--- src/rtl/fetch_unit.sv ---
// Instruction fetch front end: issues sequential or redirected reads to a
// synchronous-read instruction memory and buffers responses in a 2-entry FIFO.
module fetch_unit #(
    parameter logic [31:0] RESET_PC   = 32'h0000_0000,
    parameter int unsigned FIFO_DEPTH = 2
) (
    input  logic        clk,
    input  logic        rst_n,
    output logic        imem_en,
    output logic [31:0] imem_addr,
    input  logic [31:0] imem_rdata,
    input  logic        redirect_valid,
    input  logic [31:0] redirect_pc,
    output logic        if_valid,
    input  logic        if_ready,
    output logic [31:0] if_pc,
    output logic [31:0] if_instr
);

    // Decode handshake: an instruction transfers in a cycle where if_valid and
    // if_ready are both 1 and no redirect is present; while if_valid=1 and the
    // transfer does not happen, if_valid/if_pc/if_instr hold their values.

    logic [31:0] pc_q;
    logic        req_q;
    logic [31:0] req_pc_q;

    logic [31:0] fifo_pc    [2];
    logic [31:0] fifo_instr [2];
    logic [1:0]  count;
    logic        rd_ptr;
    logic        wr_ptr;

    logic        pop;
    logic        push;
    logic        issue;
    logic [2:0]  occupancy;
    logic [31:0] fetch_addr;

    always_comb begin
        if_valid = (count != 2'd0);
        if_pc    = fifo_pc[rd_ptr];
        if_instr = fifo_instr[rd_ptr];
        pop      = if_valid & if_ready & ~redirect_valid;
        push     = req_q & ~redirect_valid;
    end

    // Buffered entries plus the in-flight read, less what leaves this cycle,
    // must stay below the depth so that a new read always has a slot.
    always_comb begin
        occupancy  = {1'b0, count} + {2'b00, req_q} - {2'b00, pop};
        issue      = rst_n & (redirect_valid | (occupancy < 3'(FIFO_DEPTH)));
        fetch_addr = redirect_valid ? {redirect_pc[31:2], 2'b00} : pc_q;
        imem_en    = issue;
        imem_addr  = fetch_addr;
    end

    always_ff @(posedge clk or negedge rst_n) begin
        if (!rst_n) begin
            pc_q     <= {RESET_PC[31:2], 2'b00};
            req_q    <= 1'b0;
            req_pc_q <= 32'h0000_0000;
        end else begin
            req_q <= issue;
            if (issue) begin
                pc_q     <= fetch_addr + 32'd4;
                req_pc_q <= fetch_addr;
            end
        end
    end

    always_ff @(posedge clk or negedge rst_n) begin
        if (!rst_n) begin
            count         <= 2'd0;
            rd_ptr        <= 1'b0;
            wr_ptr        <= 1'b0;
            fifo_pc[0]    <= 32'h0000_0000;
            fifo_pc[1]    <= 32'h0000_0000;
            fifo_instr[0] <= 32'h0000_0000;
            fifo_instr[1] <= 32'h0000_0000;
        end else if (redirect_valid) begin
            count  <= 2'd0;
            rd_ptr <= 1'b0;
            wr_ptr <= 1'b0;
        end else begin
            if (push) begin
                fifo_pc[wr_ptr]    <= req_pc_q;
                fifo_instr[wr_ptr] <= imem_rdata;
                wr_ptr             <= ~wr_ptr;
            end
            if (pop) begin
                rd_ptr <= ~rd_ptr;
            end
            case ({push, pop})
                2'b10:   count <= count + 2'd1;
                2'b01:   count <= count - 2'd1;
                default: count <= count;
            endcase
        end
    end

endmodule

--- config.mk ---
export PLATFORM = sky130hd
export DESIGN_NAME = fetch_unit
export DESIGN_NICKNAME = d
export VERILOG_FILES = /design/src/rtl/fetch_unit.sv
export SDC_FILE = /design/constraint.sdc
export NUM_CORES = 1
export LEC_CHECK = 0
export ABC_AREA = 0
export BUFFER_PORTS_ARGS = -buffer_cell sky130_fd_sc_hd__buf_2
export CAP_MARGIN = 20
export CORE_MARGIN = 8
export CORE_UTILIZATION = 60
export DETAILED_ROUTE_END_ITERATION = 12
export PLACE_DENSITY = 0.85
export REMOVE_ABC_BUFFERS = 1
export SLEW_MARGIN = 20
export SYNTH_ARGS = -nofsm -noshare
export SYNTH_HDL_FRONTEND = slang
export SYNTH_SLANG_ARGS = --single-unit
--- constraint.sdc ---
create_clock -name clk -period 9.15 [get_ports clk]
set_input_delay 0.4575 -clock clk [delete_from_list [all_inputs] [get_ports clk]]
set_output_delay 0.4575 -clock clk [all_outputs]
set_load 0.005 [all_outputs]
After elaboration in Yosys (flattened, before gate mapping)

Index checks and enable logic that the tools add are counted.

Add/subtract/negate cells: 5
$mul: 0
Divide/modulo/power cells: 0
Order comparisons: 4
Equality and inequality tests: 2
Shift-type cells: 0
Mux-type cells: 17
Bitwise logic cells: 10
Reduce and logical (&&, ||, !) cells: 6

Operators with widths:

| cell                    | count |
|---|---|
| $mux W32                | 8 |
| $bwmux W64              | 2 |
| $add A32 B3 Y32 const B | 1 |
| $demux W32 S1           | 1 |
| $reduce_bool A2 Y1      | 3 |
| $and A1 B1 Y1           | 4 |
| $ge A2 B2 Y1 const B    | 2 |
| $mux W1                 | 4 |
| $not A1 Y2              | 2 |
| $pmux W2 S2             | 1 |
| $add A2 B1 Y3           | 1 |
| $lt A3 B2 Y1 const B    | 1 |
| $not A1 Y1              | 3 |
| $reduce_bool A3 Y1      | 1 |
| $sub A3 B1 Y3           | 1 |
| $add A2 B1 Y2 const B   | 1 |
| $eq A2 B1 Y1 const B    | 1 |
| $eq A2 B2 Y1 const B    | 1 |
| $lt A2 B1 Y1 const B    | 1 |
| $mux W2                 | 1 |
| $reduce_and A2 Y1       | 1 |
| $sub A2 B1 Y2 const B   | 1 |
| $logic_and A1 B1 Y1     | 1 |
| $or A1 B1 Y1            | 1 |

Register bits: 197
Bits in latches: 0
Bits in writable memories: 0
Bits in read-only memories: 0
Input port bits: 68
Output and inout port bits: 98
Logic and storage cells: 54
Memories: 0

Depth between registers and ports, before layout

Depth in word-level cells: 7
Gate-level depth with buffers: 17
Mapped depth without buffers: 12

Worst setup path before layout

No wires, ideal clock.

Kind: input to output
Start point: input redirect_valid
End point: output imem_en
Arrival time: 3.375 ns
Data required time: 8.693 ns
Path slack: 5.317 ns
Cell stages on the path: 15
Path buffers: 7
Path through: buf_6 -> buf_2 -> buf_2 -> buf_1 -> buf_2 -> nor2_1 -> ha_1 -> nand2b_1 -> fa_1 -> xnor2_1 -> a21oi_1 -> nand2b_1 -> clkbuf_1 -> clkinv_1 -> clkbuf_1

Longest elaborated chain between the ends: 6

Ends and longest elaborated chain:

| what                 | line | RTL |
|---|---|---|
| start: declaration   | 12   | `input logic redirect_valid,` |
| $not A1 Y1 (no line) | --   |  |
| $and A1 B1 Y1        | 44   | `pop = if_valid & if_ready & ~redirect_valid;` |
| $sub A3 B1 Y3        | 51   | `occupancy = {1'b0, count} + {2'b00, req_q} - {2'b00, pop};` |
| $lt A3 B2 Y1         | 52   | `issue = rst_n & (redirect_valid \| (occupancy < 3'(FIFO_DEPTH)));` |
| $or A1 B1 Y1 *       | 52   |  |
| $and A1 B1 Y1 *      | 52   |  |
| end: declaration     | 9    | `output logic imem_en,` |

Mark *: on every way between the ends. The rest lies on a longest branch, timed or not.

Final worst setup path

Start point: register count[1]
End point: output imem_en

Longest elaborated chain between the ends: 7
Elaborated cells between the ends (all ways): 8
Classes of those cells: 2 x add/sub; 1 x order compare; 4 x bitwise; 1 x reduce/logical

Ends and longest elaborated chain:

| what                       | line | RTL |
|---|---|---|
| start: declaration         | 30   | `logic [1:0] count;` |
| start signal: assignment   | 95   | `2'b10: count <= count + 2'd1;` |
| start signal: assignment   | 96   | `2'b01: count <= count - 2'd1;` |
| start signal: assignment   | 97   | `default: count <= count;` |
| $reduce_bool A2 Y1         | 41   | `if_valid = (count != 2'd0);` |
| $and A1 B1 Y1 (2 in a row) | 44   |  |
| $sub A3 B1 Y3 *            | 51   |  |
| $lt A3 B2 Y1 *             | 52   |  |
| $or A1 B1 Y1 *             | 52   |  |
| $and A1 B1 Y1 *            | 52   |  |

Marked as above.

==> impl_metrics.json <==
{
  "die_x_um": 139.8,
  "setup_viol": 0,
  "start_util_pct": 60.99,
  "n_fill_cell": 1105,
  "dpl.cell_count": 1067,
  "routed_wl_um": 20460,
  "ys_async_sr_fraction_pct": 100.0,
  "p_clk_share_pct": 25.0,
  "cts_buffers": 17,
  "antenna_found_initial": 0,
  "critical_path_required_ns": 8.69,
  "seq_area_frac_synth_pct": 53.03,
  "drive_gt1_share_pct": 45.93,
  "fp.dieH_um": 139.8,
  "p_leak_uw": 0.005053,
  "critPathKind": "flip-flop to primary output",
  "synth-edff-count": 0,
  "whs_ns": 0.03467,
  "worst_setup_path_start_kind": "flip-flop",
  "cell_internal_pwr_uw": 2030,
  "avgViaCountPerCell": 5.739,
  "synth_area_leaders": "dfrtp_1 53%, mux2_2 26%, nand2_1 4.2%, o21ai_0 1.5%, nand3_1 1.3%",
  "fp-row-count": 45,
  "drt-wirelength-per-cell_um": 18.64,
  "drt-pass1-iter-count": 5,
  "io_pins": 166,
  "yosys_warnings": 0,
  "area_delta_synth_final_pct": 16.14,
  "finalHoldViolCount": 0,
  "cpLargestDelayFamily": "simple AND/OR/NAND/NOR gates",
  "slew_violations": 0,
  "postCtsHoldBufs": 0,
  "synthCells": 754,
  "slowest_stage": "nand2b_4",
  "place_congestion": 0.8103,
  "cp_slowest_stage_delay_ns": 0.77,
  "cp-end-kind": "primary output",
  "synth_common_cells": "210 x mux2_2, 195 x dfrtp_1, 104 x nand2_1, 28 x o21ai_0, 23 x nand3_1",
  "grt_pass1_vias": 6598,
  "antenna_cells": 0,
  "worstMarginPinSlew_ns": 0.9920,
  "synthFlopType": "dfrtp_1",
  "synth_top_area_share_pct": 53.03,
  "post-route-util_pct": 70.83,
  "path_max_fanout": 100,
  "arrival_ns": 4.16,
  "track_usage_pct": 21.31,
  "seq_power_share_pct": 47.3,
  "final_nets": 969,
  "grt.overflow.total": 0,
  "rsz0062_at_grt": "no",
  "max_clock_freq_mhz": 216.4,
  "path_buf_inv": 3,
  "htreeDepth": 4,
  "status": "completed",
  "post-cts-setup-buffer-count": 0,
  "final.setup.tns_ns": 0,
  "core_um2": 15090,
  "finalCriticalPeriod_ns": 4.621,
  "synth.distinct_cells": 52,
  "root_buffer": "clkbuf_16",
  "power_density_nw_per_um2": 267.4,
  "clk_pin_slew_ns": 0.07,
  "grt_max_degree": 101,
  "cts_tree": "yes",
  "drc": 0,
  "p_sw_uw": 828.1,
  "p_comb_share_pct": 27.7,
  "clockBufferDepth": 2,
  "cts_resized": 0,
  "instances_no_fill": 1098,
  "finClkSkew_ns": 0.01018,
  "power_uw": 2858,
  "grt_pass1_wl_um": 33600,
  "ys_ff_latch": 195,
  "antenna_left": 0,
  "place_hpwl_um": 13360,
  "die-area_um2": 19560,
  "synth.largest_area_cell": "dfrtp_1",
  "ir_drop_mv": 0.1537,
  "io_buffers": 163,
  "cts_sinks": 195,
  "hold_path.class": "primary input to async pin",
  "synth_most_common_cell": "mux2_2",
  "finalCritPeriodShare_pct": 50.50,
  "max_slew_margin_pct": 33.87,
  "path_cells": "or2_2 > nand2_1 > nor2_1 > ha_1 > nand2b_1 > fa_1 > xnor2_1 > a21oi_1 > nand2b_4 > clkinv_1 > buf_4 > buf_2",
  "max-cap-violations": 0,
  "switching_share_pct": 28.98,
  "netlist_area_um2": 9203,
  "syn_avg_cell_area_um2": 12.21,
  "clk_latency_ns": 0.42,
  "num_vias": 6301,
  "drt_iter0_markers": 257
}
==> worst register-to-register path, cell delays in order (launching register included) <==
cell and delay, ns:
dfrtp_1 0.46, or2_2 0.31, nand2_1 0.11, nor2_1 0.06
ha_1 0.30, nand2b_1 0.15, fa_1 0.38, xnor2_1 0.14
a21oi_1 0.16, nand2b_4 0.77, clkinv_1 0.38, buf_4 0.35
nand3_1 0.13, nand4_1 0.09
==> cells by family after synthesis <==
kind of cell               after synthesis  share of synthesized area, %
muxes                                  221                         26.89
AOI/OAI and AO/OA                       71                         5.112
buffers and inverters                   58                         2.801
adders and majority gates                3                        0.4894
DFF                                    195                         53.03
and+or+nand+nor                        186                         9.776
xor gates and xnor gates                20                         1.903
==> power groups by stage <==
stage	clock, µW	combinational [µW]	sequential (µW)
floorplan	0	535	1300
global placement	0	771	1350
detailed placement	0	796	1370
CTS	728	807	1350
global route	763	873	1390
finish	713	792	1350
==> routing by layer <==
metal / routed length (µm) / vias to the layer above / global-route usage (%) / part of all wire [%]
li1: - / 2973 / - / -
met1: 9180 / 3122 / 27.35 / 45
met2: 9980 / 183 / 35.59 / 49
met3: 1026 / 23 / 4.754 / 5.0
met4: 276 / 0 / 6.114 / 1.3
met5: 0 / - / 0 / 0
==> area by class of cell <==
cell class	count	area, µm²	area share [%]
inverters	14	52.55	0.4917
flip-flops and latches	195	4883	45.69
well taps	188	235.2	2.201
multi-input cells	501	4078	38.15
clock buffers	21	470.5	4.402
clock inverters	10	98.84	0.9248
repair buffers	169	869.6	8.136
==> through the flow <==
stage	instance area, µm²	setup WS [ns]
floorplan	8997	3.258
global placement	10120	4.681
detailed placement	10120	4.582
CTS	10690	4.470
global route	10690	4.231
finish	10690	4.529
==> cells in the final DEF (no fill, tap or decap), types with 4 or more instances in the layout <==
| cell type | n |
|---|---|
| clkbuf_16 | 17 |
| mux2_2 | 210 |
| nand4_1 | 12 |
| clkbuf_8 | 4 |
| nor4_1 | 4 |
| buf_4 | 6 |
| and3_1 | 4 |
| nand4b_1 | 4 |
| nor2b_1 | 5 |
| nand3_1 | 23 |
| mux2i_1 | 11 |
| nor2_1 | 8 |
| o31ai_1 | 8 |
| xnor2_1 | 11 |
| a21o_1 | 4 |
| a21oi_1 | 9 |
| xor2_1 | 9 |
| nand3b_1 | 6 |
| nand2_1 | 104 |
| buf_2 | 162 |
| inv_1 | 13 |
| a22oi_1 | 4 |
| dfrtp_1 | 194 |
| o21ai_0 | 28 |
==> sequential cells by signal (all words and copies together), names as in the netlist <==
name	count
pc_q	32
req_q	1
req_pc_q	30
rd_ptr	1
fifo_instr	64
fifo_pc	64
count	2
wr_ptr	1
==> worst paths after layout <==
check	startpoint	to	slack (ns)	cells past startpoint
setup / recovery	count[1]	imem_en	4.53	12
hold / removal	rst_n	fifo_instr[7]	0.03	1
max in group asynchronous	rst_n	rd_ptr	7.79	2
hold reg to reg	pc_q[9]	pc_q[9]	0.48	2
setup reg to reg	count[1]	pc_q[21]	5.24	13
min in group clk	imem_rdata[27]	fifo_instr[27]	0.28	2
No activity file was read; power rests on OpenSTA's default activity.
